File: src/rtl/mem_port_arbiter.sv
// rtl/mem_port_arbiter.sv - data-first arbiter sharing one fixed-latency memory between fetch and data stages
module mem_port_arbiter #(
  parameter int AddrWidth  = 32,
  parameter int DataWidth  = 32,
  parameter int MemLatency = 2
) (
  input  logic                 clk,
  input  logic                 rst,
  input  logic                 ifReq,
  input  logic [AddrWidth-1:0] ifAddr,
  output logic [DataWidth-1:0] ifData,
  output logic                 ifValid,
  input  logic                 dmReq,
  input  logic                 dmWe,
  input  logic [AddrWidth-1:0] dmAddr,
  input  logic [DataWidth-1:0] dmWdata,
  output logic [DataWidth-1:0] dmRdata,
  output logic                 dmValid,
  output logic                 memEn,
  output logic                 memWe,
  output logic [AddrWidth-1:0] memAddr,
  output logic [DataWidth-1:0] memWdata,
  input  logic [DataWidth-1:0] memRdata,
  output logic                 PCLocker,
  output logic                 IF_IDLocker,
  output logic                 DECLocker
);

  typedef enum logic [1:0] {IDLE, WAIT, RESP} state_t;

  localparam logic [3:0] CntInit = 4'(MemLatency - 1);

  state_t                 state, state_next;
  logic                   grant;      // 0 = fetch owns the memory, 1 = data stage
  logic [3:0]             cnt;
  logic                   issue;
  logic                   lock;
  logic                   we_q;
  logic [AddrWidth-1:0]   addr_q;
  logic [DataWidth-1:0]   wdata_q;

  // Next state, issue decision and locker value; reset suppresses any issue
  always_comb begin
    state_next = state;
    issue      = 1'b0;
    lock       = 1'b0;
    case (state)
      IDLE: begin
        if (!rst && (ifReq || dmReq)) begin
          issue      = 1'b1;
          state_next = WAIT;
        end
        if (!ifReq && !dmReq) lock = 1'b1;
      end
      WAIT: begin
        if (cnt == 4'd0) state_next = RESP;
      end
      RESP: begin
        state_next = IDLE;
        if (grant ? !ifReq : !dmReq) lock = 1'b1;
      end
      default: state_next = IDLE;
    endcase
  end

  // Memory request bus: live values in the issue cycle, held values afterwards
  assign memEn       = issue;
  assign memWe       = issue ? (dmReq & dmWe) : we_q;
  assign memAddr     = issue ? (dmReq ? dmAddr : ifAddr) : addr_q;
  assign memWdata    = (issue && dmReq) ? dmWdata : wdata_q;
  assign PCLocker    = lock;
  assign IF_IDLocker = lock;
  assign DECLocker   = lock;

  // State, latency countdown, issued-request hold and response capture
  always_ff @(posedge clk) begin
    if (rst) begin
      state   <= IDLE;
      grant   <= 1'b0;
      cnt     <= 4'd0;
      ifValid <= 1'b0;
      dmValid <= 1'b0;
      ifData  <= '0;
      dmRdata <= '0;
      we_q    <= 1'b0;
      addr_q  <= '0;
      wdata_q <= '0;
    end else begin
      state   <= state_next;
      ifValid <= 1'b0;
      dmValid <= 1'b0;
      if (issue) begin
        grant   <= dmReq;
        cnt     <= CntInit;
        we_q    <= memWe;
        addr_q  <= memAddr;
        wdata_q <= memWdata;
      end
      if (state == WAIT) begin
        if (cnt == 4'd0) begin
          if (grant) begin
            dmValid <= 1'b1;
            // a store still waits out the latency but leaves load data untouched
            if (!we_q) dmRdata <= memRdata;
          end else begin
            ifValid <= 1'b1;
            ifData  <= memRdata;
          end
        end else begin
          cnt <= cnt - 4'd1;
        end
      end
    end
  end

endmodule

File: config.mk
export PLATFORM = sky130hd
export DESIGN_NAME = mem_port_arbiter
export DESIGN_NICKNAME = d
export VERILOG_FILES = /design/src/rtl/mem_port_arbiter.sv
export SDC_FILE = /design/constraint.sdc
export NUM_CORES = 1
export LEC_CHECK = 0
export CORE_MARGIN = 1.5
export CORE_UTILIZATION = 48
export CTS_BUF_LIST = sky130_fd_sc_hd__clkbuf_4
export CTS_CLUSTER_SIZE = 10
export DETAILED_ROUTE_END_ITERATION = 12
export PLACE_DENSITY = 0.94
export SLEW_MARGIN = 20
export SYNTH_ARGS = -nofsm -noshare
export SYNTH_HDL_FRONTEND = slang
export SYNTH_SLANG_ARGS = --single-unit
File: constraint.sdc
create_clock -name clk -period 3.1 [get_ports clk]
set_clock_uncertainty 0.1 [all_clocks]
set_input_delay 0.62 -clock clk [delete_from_list [all_inputs] [get_ports clk]]
set_output_delay 0.62 -clock clk [all_outputs]
set_load 0.1 [all_outputs]
==> results of run 1 <==
-- cells by family after synthesis --
group	synth area share
buf+inv	0.0505
flops	0.419
mux	0.103
compound gates	0.204
simple gates	0.221
fa+ha+maj	0.00190
-- stage by stage --
| stage | worst slack, ns | TNS, ns | hold WS, ns |
|---|---|---|---|
| global placement | -0.217 | -0.610 | 0.358 |
| floorplan | 0.0526 | 0 | 0.368 |
| CTS | 0.0159 | 0 | 0.265 |
| detailed placement | -0.270 | -1.59 | 0.367 |
| global route | 0.0184 | 0 | 0.261 |
| finish | 0.0187 | 0 | 0.320 |
-- critical path: cells and delay by family --
kind | cells | cell delay (ns)
buffers and inverters | 4 | 1.14
AOI/OAI and AO/OA | 1 | 0.44
and+or+nand+nor | 2 | 0.14
-- final timing paths --
kind                                          startpoint  cells past startpoint  slack, ns                  endpoint
worst max-delay path                               ifReq                      7       0.02               memAddr[30]
worst min-delay path                               dmReq                      3       0.32        grant$_SDFFE_PP0P_
worst max register to register         cnt[0]$_SDFF_PP0_                      6       1.01  dmRdata[11]$_SDFFE_PP0P_
worst min register to register  dmRdata[16]$_SDFFE_PP0P_                      2       0.38  dmRdata[16]$_SDFFE_PP0P_
-- power groups by stage --
| stage | Combinational, W | Sequential (W) | Clock [W] |
|---|---|---|---|
| 2_1_floorplan | 0.00133 | 0.00213 | 0 |
| 3_3_place_gp | 0.00236 | 0.00194 | 0 |
| 3_5_place_dp | 0.00240 | 0.00195 | 0 |
| 4_1_cts | 0.00242 | 0.00191 | 0.00118 |
| 5_1_grt | 0.00250 | 0.00192 | 0.00125 |
| 6_report | 0.00242 | 0.00191 | 0.00114 |
-- state kept, by name, summed over array words and instances, names as in the netlist --
signal   flops
cnt          4
wdata_q     32
ifData      32
we_q         1
dmRdata     32
ifValid      1
grant        1
addr_q      32
state        2
dmValid      1
-- synth_stat cells (all sizes together), types with 4 or more instances --
cell type,number
a2111oi,32
a21oi,70
buf,22
clkbuf,41
dfxtp,138
inv,5
mux2,32
mux2i,32
nand2,4
nand2b,67
nand3,33
nor2,34
nor2b,66
nor3,36
o21ai,35
-- routing by layer --
layer	share of wire	GRT usage
met3	0.090	0.0998
met5	0	0
met1	0.37	0.295
met4	0.033	0.135
met2	0.51	0.505
-- layout make-up --
type                    count  area, um2  share of cell area
clock buffers              19        143              0.0137
clock inverters            13        128              0.0123
inverters                   5       18.8             0.00180
multi-input cells         462       3640               0.349
flip-flops and latches    138       2760               0.265
well taps                 176        220              0.0211
repair buffers            297       3510               0.337
-- timing repair --
action,CTS,global route
cloned,0,0
buffers inserted,0,3
pin swaps,0,1
hold endpoints to repair,0,0
resized for setup,8,3
endpoints found under the setup margin,33,9
==> out/qor.yml, run 1 <==
synth.largest_area_cell: "dfxtp_1"
power.density_nw_per_um2: 525
final_cell_mix: "dfxtp_1, clkdlybuf4s50_1, buf_4"
viasPerCell: 5.45
setup.worst_path.end_class: "output port"
htree_num_levels: 4
drtIter0Drc: 423
synth_edf_count: 0
placed_cell_area_um2: 10100
fin_crit_sh: 0.994
die-area_um2: 14400
leakagePower_nw: 3.83
grt_start_max_net_pins: 103
syn_nets: 802
design.final.nets: 1055
grt_pass1_vias: 6335
die_x_um: 120
layout_commonest_cell: "dfxtp_1"
grt_setup_unrepaired: "no"
clock-sinks: 138
ys_ff_latch: 138
wl_um: 20600
intPower_w: 0.00322
maxSlewViolCount: 0
max_freq_ghz: 0.325
n_antenna_cell: 0
cts_max_path_buffers: 2
drive_above_1_share: 0.312
crit_path_start_kind: "input port"
status: "finished clean"
drt_first_pass_iters: 5
slew-limit-headroom: 0.362
p_total_w: 0.00547
path_class: "input port to output port"
synthesis.area_um2: 6590
ant_nets: 0
post-route-min-period_ns: 3.08
async_flop_share: 0
setup_viol: 0
maxCapViolCount: 0
hold_viol: 0
utilization: 0.783
power.switching_w: 0.00225
cts_made_buffers: 17
buffer_ports.inserted: 267
nFillCells: 822
synth_top_cell_area_share: 0.419
clk_pin_slew_ns: 0.11
ys.flop_type: "dfxtp_1"
path_max_fanout: 23
hp-class: "input port to flop"
cts_hold_buf: 0
seqPwrFrac: 0.349
max_stage_delay_ns: 0.57
final_area_um2: 10400
wl_per_cell_um: 18.5
stdcell_count: 1110
critPathRequiredTime_ns: 2.38
synth_cells: 668
num_vias: 6047
rows: 42
p_clk_frac: 0.208
antenna_found_initial: 0
grt_usage: 0.283
synthToLayoutAreaGrowth_pct: 58.1
crit_slowest_cell: "clkdlybuf4s50_1"
drc: 0
cts_tree: "done"
grt_overflow: 0
ys_types: 40
gp_congestion: 0.809
crit_path_cell_trace: "clkdlybuf4s50_1 > nor2_4 > buf_12 > a2111oi_1 > buf_4 > nor2_2 > buf_12"
synth.area.top_cells: "dfxtp_1, a2111oi_4, nand2b_1, nor2b_1, a21oi_1"
cp.arrival_ns: 2.36
clk_latency_ns: 0.51
path_common_cell: "buf_12"
worstMarginPinSlew_ns: 0.958
avgSynthCellArea_um2: 9.86
dp_cells: 1075
yosysWarnings: 0
die_h_um: 120
combinationalPowerShare: 0.443
p_sw_frac: 0.411
synth-seq-area-share: 0.419
cts_root_buffer: "clkbuf_4"
dpl.hpwl_um: 15000
grt_pass1_wl_um: 31900
io_pins: 268
coreArea_um2: 13300
ir_drop_v: 0.000387
start_util: 0.495
No activity file was read; power rests on OpenSTA's default activity.
==> inputs of run 2 (changes only) <==
--- a/config.mk
+++ b/config.mk
@@ -10,6 +10,7 @@
 export CTS_BUF_LIST = sky130_fd_sc_hd__clkbuf_4
 export CTS_CLUSTER_SIZE = 10
 export DETAILED_ROUTE_END_ITERATION = 12
+export MAX_ROUTING_LAYER = met4
 export PLACE_DENSITY = 0.94
 export SLEW_MARGIN = 20
 export SYNTH_ARGS = -nofsm -noshare
==> constraint.sdc (replaced) <==
create_clock -name clk -period 4 [get_ports clk]
set_clock_uncertainty 0.1 [all_clocks]
set_input_delay 0.8 -clock clk [delete_from_list [all_inputs] [get_ports clk]]
set_output_delay 0.8 -clock clk [all_outputs]
set_load 0.1 [all_outputs]
==> run 2 against run 1 <==
Compared with the run above: sequential share of layout area up 0.29 points; worst hold slack gained 0.062 ns; combinational power decreased by 25%; critical path type is now flop to output port; first-iteration DRC count fell by 9.9%; largest power group unchanged; critical path depth fell by 3; setup slack gained 0.19 ns; power fell by 23%; highest routed layer unchanged; via count decreased by 1.9%; critical endpoint unchanged; sequential power decreased by 23%; flip-flop and latch count unchanged; register-to-register slack gained 0.68 ns.
==> out/qor.yml, run 2 (same netlist as run 1, synthesis figures left out) <==
regToRegSetupSlack_ns: 1.69  # +0.68 ns
post-route-min-period_ns: 3.79
cts_root_buffer: "clkbuf_4"
htree_num_levels: 4  # unchanged
die_x_um: 120  # unchanged
die_h_um: 120  # unchanged
buffer_ports.inserted: 267  # unchanged
final_cell_mix: "clkdlybuf4s50_1, dfxtp_1, buf_12"
r2r-start: "state[1]$_SDFFE_PP0P_"
grt_pass1_wl_um: 31400  # -1.6%
critPathRequiredTime_ns: 3.10  # +0.72 ns
r2r_end: "addr_q[29]$_SDFFE_PP0P_"
fin_crit_sh: 0.949
utilization: 0.775  # -0.00838
status: "finished clean"
maxSlewViolCount: 0  # unchanged
coreArea_um2: 13300  # unchanged
num_vias: 5933  # -1.9%
cts_hold_buf: 0  # unchanged
ant_nets: 0  # unchanged
seqPwrFrac: 0.352  # +0.003
maxCapViolCount: 0  # unchanged
cts-resized-gates: 0  # -8
p_clk_frac: 0.216  # +0.008
n_antenna_cell: 0  # unchanged
max_freq_ghz: 0.264
dpl.hpwl_um: 14500  # -3.0%
min_from: "dmRdata[15]$_SDFFE_PP0P_"
cts_setup_buffers: 0  # unchanged
worstMarginPinSlew_ns: 1.02  # +0.0634 ns
clk_latency_ns: 0.52  # about the same
wl_um: 19800  # -3.6%
clk_pin_slew_ns: 0.12  # about the same
grt_setup_unrepaired: "no"
cts_max_path_buffers: 2  # unchanged
place_ws_ns: 0.321  # +0.590 ns
reg2reg_depth: 4  # -2
path_max_fanout: 17  # -26%
setup_tns_ns: 0  # unchanged
drc: 0  # unchanged
grt_pass1_vias: 6181  # -2.4%
rows: 42  # unchanged
clock-sinks: 138  # unchanged
p_sw_frac: 0.417  # +0.00590
die-area_um2: 14400  # unchanged
cts_made_buffers: 17  # unchanged
p_total_w: 0.00421  # -23%
combinationalPowerShare: 0.432  # -0.011
viasPerCell: 5.41  # -0.72%
cts_tree: "done"
leakagePower_nw: 3.60  # -6.1%
hold_path_depth: 2  # -1
synthToLayoutAreaGrowth_pct: 56.4
ir_drop_v: 0.000267  # -31%
drt_first_pass_iters: 5  # unchanged
design.final.nets: 1042  # -1.2%
layout_commonest_cell: "clkdlybuf4s50_1"
crit_path_start_kind: "flop"
drtIter0Drc: 381  # -9.9%
whs_endpoint: "dmRdata[15]$_SDFFE_PP0P_"
start_util: 0.495  # unchanged
power.switching_w: 0.00175  # -22%
antenna_found_initial: 0  # unchanged
hp-class: "flop to flop"
setup_viol: 0  # unchanged
grt_start_max_net_pins: 97  # -5.8%
slew-limit-headroom: 0.317  # -0.0444
intPower_w: 0.00245  # -24%
power.density_nw_per_um2: 408  # -22%
grt_usage: 0.286  # +0.00283
setup.worst_path.end_class: "output port"
nFillCells: 813  # -1.1%
grt_overflow: 0  # unchanged
setup_ws_ns: 0.205  # +0.187 ns
io_pins: 268  # unchanged
drive_above_1_share: 0.195  # -0.116
hold_viol: 0  # unchanged
cp.arrival_ns: 2.89  # +0.53 ns
gp_congestion: 0.812  # +0.28%
wl_per_cell_um: 18.1  # -2.5%
path_class: "flop to output port"
[run 2: how the worst max path moves through the flow]
stage	startpoint	end	depth (start not counted)
2_1_floorplan	rst	memAddr[0]	5
3_3_place_gp	rst	memAddr[30]	5
3_5_place_dp	rst	memAddr[27]	5
4_1_cts	state[1]$_SDFFE_PP0P_	memAddr[27]	4
5_1_grt	state[1]$_SDFFE_PP0P_	memAddr[28]	4
6_report	state[1]$_SDFFE_PP0P_	memAddr[30]	4
[run 2: layer usage]
metal	up-vias	wire [um]	track usage
li1	2810	-	-
met1	2836	7610	0.307
met2	249	10400	0.504
met3	38	1400	0.0751
met4	0	433	0.110
met5	-	0	-
[run 2: power groups by stage]
stage	Clock, W	Sequential [W]	Combinational, W
floorplan	0	0.00165	0.00101
detailed placement	0	0.00151	0.00181
global placement	0	0.00151	0.00178
finish	0.000910	0.00148	0.00182
global route	0.000988	0.00149	0.00188
CTS	0.000927	0.00148	0.00182
[run 2: layout make-up]
cell class,count,area [um2],share of cell area
tap,176,220,0.0214
multi-input combinational,462,3520,0.342
clock buffer,17,128,0.0124
timing repair buffer,284,3500,0.340
sequential,138,2760,0.268
inverter,5,18.8,0.00182
clock inverter,15,153,0.0148
[run 2: worst max-delay path: stages, from the launching register on]
cell       delay, ns
dfxtp_1         0.47
or3_2           0.83
a2111oi_0       0.70
nor2_1          0.16
buf_12          0.21
[run 2: through the flow]
| step | cell area [um2] | hold WS, ns | instances |
|---|---|---|---|
| finish | 10300 | 0.382 | 1097 |
| global route | 10300 | 0.401 | 1097 |
| CTS | 10300 | 0.383 | 1097 |
| detailed placement | 10000 | 0.364 | 1065 |
| global placement | 10000 | 0.357 | 1065 |
| floorplan | 6590 | 0.368 | 668 |
